**src/rtl/operand_loader_pkg.sv**
```systemverilog
// Shared types and default widths for the operand loader.
package operand_loader_pkg;
  localparam int K_DEF   = 16;
  localparam int NIB_DEF = 4;

  typedef enum logic [1:0] {
    LOAD_A  = 2'd0,
    LOAD_B  = 2'd1,
    PRESENT = 2'd2
  } state_e;
endpackage

```
**src/rtl/nibble_shift_reg.sv**
```systemverilog
// K-bit shift register that takes NIB-bit chunks on its LSB side, MS chunk first.
// nxt_o shows the value after a shift so the parent can capture a just-completed operand.
module nibble_shift_reg
  import operand_loader_pkg::*;
#(
  parameter int K   = K_DEF,
  parameter int NIB = NIB_DEF
) (
  input  logic           clk,
  input  logic           rst_n,
  input  logic           clr_i,
  input  logic           ld_i,
  input  logic [NIB-1:0] din_i,
  output logic [K-1:0]   q_o,
  output logic [K-1:0]   nxt_o
);
  logic [K-1:0] sh_q, sh_d;

  assign nxt_o = (sh_q << NIB) | K'(din_i);
  assign q_o   = sh_q;

  always_comb begin
    sh_d = sh_q;
    if (clr_i)     sh_d = '0;
    else if (ld_i) sh_d = nxt_o;
  end

  always_ff @(posedge clk) begin
    if (!rst_n) sh_q <= '0;
    else        sh_q <= sh_d;
  end
endmodule

```
**src/rtl/operand_loader.sv**
```systemverilog
// Assembles operand pairs A then B from a chunk stream and holds them until acked.
// Define OPERAND_LOADER_PAIRCOUNT_EN to add an 8-bit pairCount output of accepted acks.
module operand_loader
  import operand_loader_pkg::*;
#(
  parameter int K   = K_DEF,
  parameter int NIB = NIB_DEF
) (
  input  logic           clk,
  input  logic           rst_n,
  input  logic [NIB-1:0] nibbleIn,
  input  logic           nibbleValid,
  output logic           nibbleReady,
  output logic [K-1:0]   inputA,
  output logic [K-1:0]   inputB,
  output logic           operandsValid,
  input  logic           operandsAck,
  output logic           busy
`ifdef OPERAND_LOADER_PAIRCOUNT_EN
  ,
  output logic [7:0]     pairCount
`endif
);
  localparam int N     = K / NIB;
  localparam int CNT_W = (N > 1) ? $clog2(N) : 1;

  state_e             state_q, state_d;
  logic [CNT_W-1:0]   cnt_q, cnt_d;
  logic [K-1:0]       a_q, a_d, b_q, b_d;
  logic [K-1:0]       sha_q, sha_nxt, shb_q, shb_nxt;
  logic               xfer, last, ld_a, ld_b, ack_take;

  assign xfer     = nibbleValid && nibbleReady;
  assign last     = (cnt_q == CNT_W'(N - 1));
  assign ld_a     = xfer && (state_q == LOAD_A);
  assign ld_b     = xfer && (state_q == LOAD_B);
  assign ack_take = operandsAck && (state_q == PRESENT);

  nibble_shift_reg #(.K(K), .NIB(NIB)) u_sh_a (
    .clk(clk), .rst_n(rst_n), .clr_i(ack_take), .ld_i(ld_a),
    .din_i(nibbleIn), .q_o(sha_q), .nxt_o(sha_nxt)
  );

  nibble_shift_reg #(.K(K), .NIB(NIB)) u_sh_b (
    .clk(clk), .rst_n(rst_n), .clr_i(ack_take), .ld_i(ld_b),
    .din_i(nibbleIn), .q_o(shb_q), .nxt_o(shb_nxt)
  );

  always_comb begin
    state_d = state_q;
    cnt_d   = cnt_q;
    a_d     = a_q;
    b_d     = b_q;
    case (state_q)
      LOAD_A: if (xfer) begin
        if (last) begin
          state_d = LOAD_B;
          cnt_d   = '0;
        end else cnt_d = cnt_q + 1'b1;
      end
      LOAD_B: if (xfer) begin
        if (last) begin
          // A is already complete; B's final chunk arrives on this edge.
          state_d = PRESENT;
          cnt_d   = '0;
          a_d     = sha_q;
          b_d     = shb_nxt;
        end else cnt_d = cnt_q + 1'b1;
      end
      PRESENT: if (operandsAck) begin
        state_d = LOAD_A;
        cnt_d   = '0;
      end
      default: begin
        state_d = LOAD_A;
        cnt_d   = '0;
      end
    endcase
  end

  always_ff @(posedge clk) begin
    if (!rst_n) begin
      state_q <= LOAD_A;
      cnt_q   <= '0;
      a_q     <= '0;
      b_q     <= '0;
    end else begin
      state_q <= state_d;
      cnt_q   <= cnt_d;
      a_q     <= a_d;
      b_q     <= b_d;
    end
  end

  assign nibbleReady   = (state_q != PRESENT);
  assign operandsValid = (state_q == PRESENT);
  assign busy          = (state_q != LOAD_A) || (cnt_q != '0);
  assign inputA        = a_q;
  assign inputB        = b_q;

`ifdef OPERAND_LOADER_PAIRCOUNT_EN
  logic [7:0] pc_q;
  always_ff @(posedge clk) begin
    if (!rst_n)        pc_q <= '0;
    else if (ack_take) pc_q <= pc_q + 8'd1;
  end
  assign pairCount = pc_q;
`endif
endmodule

```
**config.mk**
```make
export PLATFORM = sky130hd
export DESIGN_NAME = operand_loader
export DESIGN_NICKNAME = d
export VERILOG_FILES = /design/src/rtl/operand_loader_pkg.sv /design/src/rtl/nibble_shift_reg.sv /design/src/rtl/operand_loader.sv
export SDC_FILE = /design/constraint.sdc
export NUM_CORES = 1
export LEC_CHECK = 0
export CAP_MARGIN = 20
export CORE_AREA = 2 2 70 72
export CTS_CLUSTER_SIZE = 28
export DETAILED_ROUTE_END_ITERATION = 7
export DIE_AREA = 0 0 72 74
export GPL_ROUTABILITY_DRIVEN = 0
export PLACE_DENSITY = 0.89
export SYNTH_ARGS = -nofsm -noshare
export SYNTH_HDL_FRONTEND = slang
export SYNTH_SLANG_ARGS = --single-unit
```
**constraint.sdc**
```tcl
create_clock -name clk -period 2.79 [get_ports clk]
set_clock_uncertainty 0.05 [all_clocks]
set_input_delay 0.4185 -clock clk [delete_from_list [all_inputs] [get_ports clk]]
set_output_delay 0.4185 -clock clk [all_outputs]
set_load 0.01 [all_outputs]
```
==> results of run 1 <==
layer usage:
metal  GRT usage, %  vias up  wire length (um)
met5              0        -                 0
met4           9.22        0                72
met3           6.10        9               296
met2           32.6       72              2290
met1           24.2      952              2200
li1               -     1065                 -
critical path, stage by stage, from the launching register on:
cell                              delay [ns]
sky130_fd_sc_hd__dfxtp_1                0.55
sky130_fd_sc_hd__nor2b_4                0.23
sky130_fd_sc_hd__clkdlybuf4s50_1        0.54
metrics by stage:
step / cell area, um^2 / total power [mW] / hold slack, ns / std cells / setup slack [ns]
after floorplan: 2450 / 1.00 / 0.384 / 300 / 1.37
after global placement: 2840 / 1.02 / 0.388 / 377 / 0.710
after detailed placement: 2840 / 1.02 / 0.390 / 377 / 0.665
after CTS: 3040 / 1.82 / 0.400 / 393 / 0.649
after global routing: 3040 / 1.87 / 0.416 / 393 / 0.548
final: 3040 / 1.81 / 0.396 / 393 / 0.662
placed cells by master, fill, tap and decap left out, types with 3 or more instances in the layout:
cell type / count
sky130_fd_sc_hd__dfxtp_1: 64
sky130_fd_sc_hd__clkdlybuf4s50_1: 41
sky130_fd_sc_hd__nand3_1: 65
sky130_fd_sc_hd__ha_1: 3
sky130_fd_sc_hd__clkbuf_8: 11
sky130_fd_sc_hd__a21oi_1: 30
sky130_fd_sc_hd__buf_4: 6
sky130_fd_sc_hd__inv_1: 3
sky130_fd_sc_hd__nand2_1: 90
state kept, by name (all words and copies together), names as in the netlist:
register	count
cnt_q	2
inputB	16
u_sh_b.q_o	12
state_q	2
inputA	16
u_sh_a.q_o	16
Yosys cell counts, types with 2 or more instances:
cell type,count,area (um^2)
sky130_fd_sc_hd__a21oi_1,30,150
sky130_fd_sc_hd__buf_1,4,15.0
sky130_fd_sc_hd__buf_2,9,45.0
sky130_fd_sc_hd__buf_4,4,30.0
sky130_fd_sc_hd__buf_6,3,33.8
sky130_fd_sc_hd__clkbuf_1,5,18.8
sky130_fd_sc_hd__dfxtp_1,64,1280
sky130_fd_sc_hd__ha_1,3,37.5
sky130_fd_sc_hd__inv_1,3,11.3
sky130_fd_sc_hd__nand2_1,90,338
sky130_fd_sc_hd__nand3_1,65,325
sky130_fd_sc_hd__nor2_1,2,7.51
sky130_fd_sc_hd__o21ai_0,2,10.0
cell families after synthesis:
family	synth area share (%)
fa+ha+maj	1.53
buf+inv	6.43
flops	52.3
compound gates	7.81
simple gates	32.0
path summary, 6_finish.rpt:
kind,start,endpoint,slack [ns]
setup / recovery,state_q[1],operandsValid,0.66
setup reg to reg,state_q[1],u_sh_b.q_o[1],1.08
hold / removal,inputB[0],inputB[0],0.40
hold reg to reg,inputB[0],inputB[0],0.40
report_power, final:
group          switching [mW]  internal [mW]  leakage [nW]  total, mW
Sequential            0.00772          0.922         0.517      0.930
Combinational          0.0455         0.0251         0.602     0.0706
Clock                   0.348          0.458         0.101      0.806
final cells by class:
type	count	share of cell area, %
Timing Repair Buffer	48	15.1
Sequential cell	64	42.1
Inverter	4	0.493
Multi-Input combinational cell	207	33.3
Clock buffer	11	4.98
Tap cell	54	2.22
Clock inverter	5	1.81
==> impl_metrics.sql, run 1 <==
INSERT INTO impl_metrics (metric_group, metric, value, unit) VALUES
('cts', 'numCtsBuffers', '9', ''),
('synth', 'synth.cell_area', '0.00245', 'mm^2'),
('pwr', 'ir_drop', '310', 'uV'),
('timing', 'setup_total_negative_slack', '0', 'ns'),
('job', 'maxCapViolations', '0', ''),
('timing', 'worst_slew_margin_rel', '52.1', '%'),
('global_route', 'antenna_violations_before_repair', '0', ''),
('synth', 'yosysSeqAreaShare', '52.3', '%'),
('pwr', 'cell_leakage_power', '1.22', 'nW'),
('worst_setup_path', 'worstPathArrival', '1.66', 'ns'),
('cts', 'clock_tree_from_tritoncts', 'done', ''),
('routing', 'drt_pre_antenna_iters', '4', ''),
('floorplan', 'die_area', '0.00533', 'mm^2'),
('cts', 'htree_levels', '3', ''),
('timing', 'worstMarginPinSlew', '0.716', 'ns'),
('place', 'detailedPlacementHpwl', '3180', 'um'),
('cts', 'postCtsResizedCells', '0', ''),
('worst_setup_path', 'worst_setup_path_end_kind', 'output port', ''),
('worst_hold_path', 'worst_hold_path.num_cells', '2', ''),
('cells_and_area', 'diodes', '0', ''),
('routing', 'route.final.wire_length', '4860', 'um'),
('timing', 'total_setup_violations_reported_at_the_end_of_the_flow', '0', ''),
('cts', 'post-cts-setup-buffer-count', '0', ''),
('routing', 'via_count', '2098', ''),
('cts', 'cts.sink_count', '64', ''),
('synth', 'number_of_enable_type_register_cells_in_the_synthesized_netlist', '0', ''),
('global_route', 'first_global_vias', '1812', ''),
('floorplan', 'top_level_ports', '43', ''),
('global_route', 'grt_first_pass_wirelength', '8100', 'um'),
('floorplan', 'placement_rows', '25', ''),
('cells_and_area', 'layout.filler_cells', '377', ''),
('cells_and_area', 'multi_input_comb_area', '0.00101', 'mm^2'),
('routing', 'drt_drc_violations_left', '0', ''),
('synth', 'flip_flop_and_latch_count_after_synthesis', '64', ''),
('routing', 'drt_iter0_drc', '115', ''),
('synth', 'yosys_most_used_dff', 'sky130_fd_sc_hd__dfxtp_1', ''),
('cts', 'ctsLongestPathBuffers', '2', ''),
('worst_setup_path', 'critPathMaxFanout', '12', ''),
('worst_hold_path', 'hold_path.class', 'reg2reg', ''),
('worst_setup_path', 'worstSetupPathType', 'reg2out', ''),
('worst_setup_path', 'r2r_cells', '4', ''),
('synth', 'synth_cells', '300', ''),
('cts', 'cts.clk_slew.worst_paths', '0.07', 'ns'),
('worst_setup_path', 'crit_required', '2.32', 'ns'),
('global_route', 'pin_count_of_the_biggest_net_entering_global_routing', '33', ''),
('synth', 'synth.distinct_cells', '29', ''),
('cells_and_area', 'syn2layout_area_growth', '24.1', '%'),
('place', 'io_buffers', '42', ''),
('synth', 'synth_area_per_cell', '8.17', 'um^2'),
('timing', 'final.period_utilization', '76.3', '%'),
('cells_and_area', 'fraction_of_layout_instances_using_a_drive_strength_above_1', '7.96', '%'),
('floorplan', 'fp.coreArea', '0.00460', 'mm^2'),
('pwr', 'power_density', '594', 'mW/mm^2'),
('routing', 'final_antenna_violating_net_count', '0', ''),
('cts', 'ctsRootBufferMaster', 'sky130_fd_sc_hd__clkbuf_8', ''),
('timing', 'setup_repair_after_global_routing_missed_its_margin', 'no', ''),
('floorplan', 'die_height', '74', 'um'),
('timing', 'highest_clock_rate', '0.470', 'GHz'),
('floorplan', 'die_width', '72', 'um'),
('worst_setup_path', 'setup.worst_path.start_class', 'flop', ''),
('synth', 'syn_warnings', '0', ''),
('synth', 'synth_async_reset_ratio', '0', '%'),
('global_route', 'grt_use_total', '19.9', '%'),
('cells_and_area', 'final_nets', '345', ''),
('outcome', 'run_status', 'finished clean', ''),
('timing', 'hold_violations', '0', ''),
('synth', 'syn-num-nets', '311', ''),
('cts', 'ctsHoldBuffers', '0', ''),
('global_route', 'overflow', '0', ''),
('cells_and_area', 'final_core_utilization', '66.2', '%'),
('routing', 'post_drt_wl_per_cell', '12.4', 'um'),
('routing', 'detail_route.vias_per_cell', '5.34', ''),
('timing', 'slew_violations', '0', ''),
('timing', 'finalCriticalPeriod', '2.13', 'ns'),
('floorplan', 'initial_core_util', '53.3', '%'),
('cts', 'clkLatencyLatePin', '0.34', 'ns'),
('cells_and_area', 'seqCellArea', '0.00128', 'mm^2');
Power figures use the tool's default switching activity.
==> run 2, diff against run 1 <==
--- a/config.mk
+++ b/config.mk
@@ -6,12 +6,12 @@
 export NUM_CORES = 1
 export LEC_CHECK = 0
 export CAP_MARGIN = 20
-export CORE_AREA = 2 2 70 72
+export CORE_AREA = 2 2 76 78
 export CTS_CLUSTER_SIZE = 28
 export DETAILED_ROUTE_END_ITERATION = 7
-export DIE_AREA = 0 0 72 74
+export DIE_AREA = 0 0 78 80
 export GPL_ROUTABILITY_DRIVEN = 0
-export PLACE_DENSITY = 0.89
+export PLACE_DENSITY = 0.81
 export SYNTH_ARGS = -nofsm -noshare
 export SYNTH_HDL_FRONTEND = slang
 export SYNTH_SLANG_ARGS = --single-unit
==> constraint.sdc (replaced) <==
create_clock -name clk -period 1.9 [get_ports clk]
set_clock_uncertainty 0.05 [all_clocks]
set_input_delay 0.285 -clock clk [delete_from_list [all_inputs] [get_ports clk]]
set_output_delay 0.285 -clock clk [all_outputs]
set_load 0.01 [all_outputs]
==> impl_metrics.sql, run 2 (synthesized netlist as in run 1, its figures left out) <==
INSERT INTO impl_metrics (metric_group, metric, value, unit) VALUES
('cts', 'post-cts-setup-buffer-count', '0', ''),
('floorplan', 'die_width', '78', 'um'),
('global_route', 'first_global_vias', '1845', ''),
('pwr', 'power_density', '852', 'mW/mm^2'),
('worst_setup_path', 'crit_required', '1.56', 'ns'),
('global_route', 'overflow', '0', ''),
('place', 'detailedPlacementHpwl', '3170', 'um'),
('cells_and_area', 'diodes', '0', ''),
('cts', 'cts.sink_count', '64', ''),
('cells_and_area', 'final_core_utilization', '57.4', '%'),
('routing', 'drt_pre_antenna_iters', '4', ''),
('timing', 'setup_repair_after_global_routing_missed_its_margin', 'no', ''),
('timing', 'finalCriticalPeriod', '1.84', 'ns'),
('floorplan', 'fp.coreArea', '0.00541', 'mm^2'),
('global_route', 'pin_count_of_the_biggest_net_entering_global_routing', '39', ''),
('cts', 'htree_levels', '3', ''),
('cells_and_area', 'fraction_of_layout_instances_using_a_drive_strength_above_1', '9.88', '%'),
('cells_and_area', 'syn2layout_area_growth', '26.5', '%'),
('timing', 'worst_slew_margin_rel', '64.6', '%'),
('cells_and_area', 'mostFrequentLayoutCells', '90 x sky130_fd_sc_hd__nand2_1, 65 x sky130_fd_sc_hd__nand3_1, 60 x sky130_fd_sc_hd__dfxtp_1', ''),
('worst_setup_path', 'setup.worst_path.start_class', 'flop', ''),
('cells_and_area', 'layout.filler_cells', '519', ''),
('cells_and_area', 'mostFrequentLayoutCell', 'sky130_fd_sc_hd__nand2_1', ''),
('routing', 'drt_drc_violations_left', '0', ''),
('cells_and_area', 'final_area', '0.00310', 'mm^2'),
('pwr', 'cell_leakage_power', '1.25', 'nW'),
('global_route', 'grt_first_pass_wirelength', '8140', 'um'),
('job', 'maxCapViolations', '0', ''),
('routing', 'via_count', '2068', ''),
('floorplan', 'top_level_ports', '43', ''),
('cts', 'clock_tree_from_tritoncts', 'done', ''),
('global_route', 'antenna_violations_before_repair', '0', ''),
('pwr', 'cell_internal_pwr', '2.07', 'mW'),
('timing', 'slew_violations', '0', ''),
('pwr', 'total_switching_power', '0.570', 'mW'),
('floorplan', 'initial_core_util', '45.3', '%'),
('cts', 'postCtsResizedCells', '3', ''),
('worst_setup_path', 'worstPathArrival', '1.50', 'ns'),
('cells_and_area', 'final_cells', '416', ''),
('worst_setup_path', 'worst_setup_path_end_kind', 'output port', ''),
('routing', 'route.final.wire_length', '4870', 'um'),
('timing', 'highest_clock_rate', '0.544', 'GHz'),
('cts', 'ctsRootBufferMaster', 'sky130_fd_sc_hd__clkbuf_8', ''),
('cts', 'numCtsBuffers', '9', ''),
('global_route', 'grt_use_total', '16.3', '%'),
('place', 'placedCellCount', '400', ''),
('floorplan', 'placement_rows', '27', ''),
('timing', 'final.period_utilization', '96.8', '%'),
('cts', 'cts.clk_slew.worst_paths', '0.07', 'ns'),
('timing', 'total_setup_violations_reported_at_the_end_of_the_flow', '0', ''),
('routing', 'drt_iter0_drc', '99', ''),
('worst_setup_path', 'critPathMaxFanout', '12', ''),
('timing', 'worstMarginPinSlew', '0.531', 'ns'),
('routing', 'detail_route.vias_per_cell', '4.97', ''),
('cts', 'ctsHoldBuffers', '0', ''),
('place', 'placed_area', '0.00290', 'mm^2'),
('outcome', 'run_status', 'finished clean', ''),
('pwr', 'switching_share', '21.6', '%'),
('pwr', 'power', '2.64', 'mW'),
('pwr', 'share_seq_of_total_power', '51.8', '%'),
('timing', 'hold_violations', '0', ''),
('place', 'io_buffers', '42', ''),
('pwr', 'pwr-share-clk', '44.1', '%'),
('cts', 'clkLatencyLatePin', '0.33', 'ns'),
('routing', 'final_antenna_violating_net_count', '0', ''),
('cells_and_area', 'final_nets', '350', ''),
('floorplan', 'die_area', '0.00624', 'mm^2'),
('worst_setup_path', 'r2r_slack', '0.47', 'ns'),
('cts', 'ctsLongestPathBuffers', '2', ''),
('routing', 'post_drt_wl_per_cell', '11.7', 'um'),
('pwr', 'power_frac_comb', '4.1', '%'),
('worst_hold_path', 'hold_path.class', 'reg2reg', ''),
('floorplan', 'die_height', '80', 'um'),
('pwr', 'ir_drop', '419', 'uV'),
('worst_setup_path', 'worstSetupPathType', 'reg2out', ''),
('timing', 'setup_total_negative_slack', '0', 'ns');
==> run 2: cell types whose count changed in the layout (fill, tap and decap cells not counted), sizes merged <==
cell | previous run | this run
clkbuf | 11 | 13
clkinvlp | 2 | 0
buf | 7 | 12
==> run 2: stage by stage <==
stage | hold slack, ns | setup slack, ns
floorplan | 0.365 | 0.585
global placement | 0.387 | 0.0793
detailed placement | 0.390 | 0.0228
CTS | 0.399 | 0.0308
global route | 0.417 | 0.00434
finish | 0.397 | 0.0610
==> run 2: layout make-up <==
cell class,count,area (um^2),area share [%]
sequential,64,1290,41.5
multi-input combinational,207,1010,32.6
timing repair buffer,53,498,16.1
clock buffer,13,159,5.13
tap,72,90.1,2.91
clock inverter,3,40.0,1.29
inverter,4,15.0,0.484
==> run 2: worst paths after layout <==
path / startpoint / to / cells past startpoint
min reg2reg: inputB[6] / inputB[6] / 2
max reg2reg: state_q[1] / u_sh_a.q_o[13] / 3
min: inputB[6] / inputB[6] / 2
max: state_q[1] / operandsValid / 2
==> run 2: per-layer routing <==
layer  up-vias  wire length, um  track usage [%]
li1       1077                -                -
met1       942             2380             19.8
met2        42             2210             26.7
met3         7              221             5.54
met4         0               59             6.32
met5         -                0                0
==> run 2: power by group through the flow <==
stage | combinational [mW] | clock [mW] | sequential (mW)
after detailed placement | 0.108 | 0 | 1.40
after global placement | 0.105 | 0 | 1.40
final | 0.108 | 1.17 | 1.37
after floorplan | 0.0785 | 0 | 1.39
after global routing | 0.120 | 1.25 | 1.37
after CTS | 0.108 | 1.19 | 1.37
==> run 2: critical path, cell delays in order (launching register included) <==
cell and delay [ns]:
sky130_fd_sc_hd__dfxtp_2 0.44, sky130_fd_sc_hd__nor2b_4 0.19, sky130_fd_sc_hd__clkdlybuf4s50_1 0.53
==> run 3, diff against run 2 <==
--- a/config.mk
+++ b/config.mk
@@ -6,12 +6,12 @@
 export NUM_CORES = 1
 export LEC_CHECK = 0
 export CAP_MARGIN = 20
-export CORE_AREA = 2 2 76 78
+export CORE_AREA = 2 2 70 72
 export CTS_CLUSTER_SIZE = 28
 export DETAILED_ROUTE_END_ITERATION = 7
-export DIE_AREA = 0 0 78 80
+export DIE_AREA = 0 0 72 74
 export GPL_ROUTABILITY_DRIVEN = 0
-export PLACE_DENSITY = 0.81
+export PLACE_DENSITY = 0.89
 export SYNTH_ARGS = -nofsm -noshare
 export SYNTH_HDL_FRONTEND = slang
 export SYNTH_SLANG_ARGS = --single-unit
==> constraint.sdc (replaced) <==
create_clock -name clk -period 2.2 [get_ports clk]
set_clock_uncertainty 0.05 [all_clocks]
set_input_delay 0.33 -clock clk [delete_from_list [all_inputs] [get_ports clk]]
set_output_delay 0.33 -clock clk [all_outputs]
set_load 0.01 [all_outputs]
==> impl_metrics.sql, run 3 (synthesized netlist as in run 1, its figures left out) <==
INSERT INTO impl_metrics (metric_group, metric, value, unit) VALUES
('outcome', 'run_status', 'finished clean', ''),
('cts', 'htree_levels', '3', ''),
('place', 'detailedPlacementHpwl', '3180', 'um'),
('timing', 'setup_total_negative_slack', '0', 'ns'),
('worst_setup_path', 'worst_path_max_delay_cell', 'sky130_fd_sc_hd__dfxtp_1', ''),
('cells_and_area', 'final_area', '0.00304', 'mm^2'),
('worst_setup_path', 'r2r_slack', '0.68', 'ns'),
('pwr', 'pwr-share-clk', '42.2', '%'),
('cells_and_area', 'final_cells', '396', ''),
('cts', 'ctsLongestPathBuffers', '2', ''),
('floorplan', 'fp.coreArea', '0.00460', 'mm^2'),
('pwr', 'switching_share', '21.8', '%'),
('global_route', 'grt_first_pass_wirelength', '8180', 'um'),
('cts', 'cts.clk_slew.worst_paths', '0.06', 'ns'),
('routing', 'detail_route.vias_per_cell', '5.37', ''),
('routing', 'post_drt_wl_per_cell', '12.2', 'um'),
('cts', 'cts.sink_count', '64', ''),
('floorplan', 'die_width', '72', 'um'),
('routing', 'route.final.wire_length', '4850', 'um'),
('pwr', 'cell_leakage_power', '1.23', 'nW'),
('timing', 'total_setup_violations_reported_at_the_end_of_the_flow', '0', ''),
('cts', 'ctsHoldBuffers', '0', ''),
('worst_setup_path', 'worst_setup_path_end_kind', 'output port', ''),
('pwr', 'share_seq_of_total_power', '53.6', '%'),
('cells_and_area', 'fraction_of_layout_instances_using_a_drive_strength_above_1', '7.89', '%'),
('worst_setup_path', 'worstSetupPathType', 'reg2out', ''),
('routing', 'drt_iter0_drc', '160', ''),
('timing', 'highest_clock_rate', '0.496', 'GHz'),
('cells_and_area', 'mostFrequentLayoutCell', 'sky130_fd_sc_hd__nand2_1', ''),
('floorplan', 'die_height', '74', 'um'),
('timing', 'hold_violations', '0', ''),
('cells_and_area', 'final_nets', '348', ''),
('global_route', 'antenna_violations_before_repair', '0', ''),
('pwr', 'cell_internal_pwr', '1.72', 'mW'),
('worst_setup_path', 'worstPathArrival', '1.64', 'ns'),
('timing', 'worst_slew_margin_rel', '66.9', '%'),
('routing', 'drt_drc_violations_left', '0', ''),
('pwr', 'power_frac_comb', '4.2', '%'),
('timing', 'hold_ws', '0.396', 'ns'),
('cts', 'post-cts-setup-buffer-count', '0', ''),
('cells_and_area', 'final_core_utilization', '66.1', '%'),
('pwr', 'total_switching_power', '0.480', 'mW'),
('cells_and_area', 'mostFrequentLayoutCells', '90 x sky130_fd_sc_hd__nand2_1, 65 x sky130_fd_sc_hd__nand3_1, 64 x sky130_fd_sc_hd__dfxtp_1', ''),
('timing', 'slew_violations', '0', ''),
('worst_setup_path', 'critPathMaxFanout', '12', ''),
('floorplan', 'initial_core_util', '53.3', '%'),
('global_route', 'pin_count_of_the_biggest_net_entering_global_routing', '32', ''),
('place', 'placedCellCount', '380', ''),
('worst_setup_path', 'critPathTopFamily', 'flip-flops', ''),
('floorplan', 'placement_rows', '25', ''),
('cts', 'ctsRootBufferMaster', 'sky130_fd_sc_hd__clkbuf_8', ''),
('routing', 'via_count', '2128', ''),
('cts', 'postCtsResizedCells', '0', ''),
('timing', 'final.period_utilization', '91.7', '%'),
('place', 'placed_area', '0.00286', 'mm^2'),
('worst_setup_path', 'critical-path-max-stage-delay', '0.54', 'ns'),
('worst_setup_path', 'setup.worst_path.start_class', 'flop', ''),
('floorplan', 'die_area', '0.00533', 'mm^2'),
('job', 'maxCapViolations', '0', ''),
('global_route', 'first_global_vias', '1869', ''),
('cells_and_area', 'syn2layout_area_growth', '24.0', '%'),
('timing', 'setup_repair_after_global_routing_missed_its_margin', 'no', ''),
('cts', 'numCtsBuffers', '9', ''),
('cts', 'clock_tree_from_tritoncts', 'done', ''),
('timing', 'worstMarginPinSlew', '0.497', 'ns'),
('worst_setup_path', 'crit_required', '1.82', 'ns'),
('global_route', 'overflow', '0', ''),
('cells_and_area', 'layout.filler_cells', '378', ''),
('routing', 'final_antenna_violating_net_count', '0', ''),
('place', 'io_buffers', '42', ''),
('routing', 'drt_pre_antenna_iters', '4', ''),
('cts', 'clkLatencyLatePin', '0.33', 'ns'),
('floorplan', 'top_level_ports', '43', ''),
('timing', 'finalCriticalPeriod', '2.02', 'ns'),
('worst_setup_path', 'cp_num_buf_inv', '1', ''),
('pwr', 'ir_drop', '435', 'uV'),
('worst_hold_path', 'hold_path.class', 'reg2reg', ''),
('global_route', 'grt_use_total', '20.1', '%'),
('worst_setup_path', 'ordered_list_of_cells_on_the_worst_path', 'nor2b_4, clkdlybuf4s50_1', ''),
('cells_and_area', 'diodes', '0', ''),
('pwr', 'power_density', '725', 'mW/mm^2');
## run 3: power groups by stage
stage / logic [mW] / registers [mW] / clock network [mW]
4_1_cts: 0.0930 / 1.18 / 0.952
3_5_place_dp: 0.0923 / 1.21 / 0
6_report: 0.0929 / 1.18 / 0.930
2_1_floorplan: 0.0678 / 1.20 / 0
3_3_place_gp: 0.0896 / 1.21 / 0
5_1_grt: 0.104 / 1.18 / 1.00
## run 3: worst reg2reg max path: stages (launching register included)
cell and delay [ns]:
sky130_fd_sc_hd__dfxtp_1 0.35, sky130_fd_sc_hd__buf_4 0.18, sky130_fd_sc_hd__or3b_1 0.58, sky130_fd_sc_hd__nand2_1 0.16, sky130_fd_sc_hd__a21oi_1 0.07
## run 3: per-stage QoR
stage                     total power [mW]  setup WS (ns)
after floorplan                       1.27          0.864
after global placement                1.29          0.265
after detailed placement              1.30          0.216
after CTS                             2.23          0.160
after global routing                  2.29         0.0884
final                                 2.20          0.182
## run 3: path summary, 6_finish.rpt
| kind | depth (start not counted) | from | to |
|---|---|---|---|
| setup / recovery | 2 | state_q[1] | operandsValid |
| setup reg to reg | 4 | state_q[0] | u_sh_a.q_o[0] |
| hold reg to reg | 2 | inputA[15] | inputA[15] |
| hold / removal | 2 | inputA[15] | inputA[15] |
## run 3: area by class of cell
type | count | area (um^2) | share of cell area, %
clock buffer | 12 | 135 | 4.45
inverter | 4 | 15.0 | 0.494
clock inverter | 4 | 45.0 | 1.48
multi-input combinational | 207 | 1010 | 33.3
timing repair buffer | 51 | 483 | 15.9
tap | 54 | 67.6 | 2.22
sequential | 64 | 1280 | 42.2
## run 3: per-layer routing
layer	part of all wire (%)	up-vias	wire (um)	GRT usage, %
met2	47	65	2260	32.4
met3	6.0	12	289	6.23
met4	2.4	0	117	10.3
li1	-	1072	-	-
met1	45	979	2180	24.5
met5	0	-	0	0
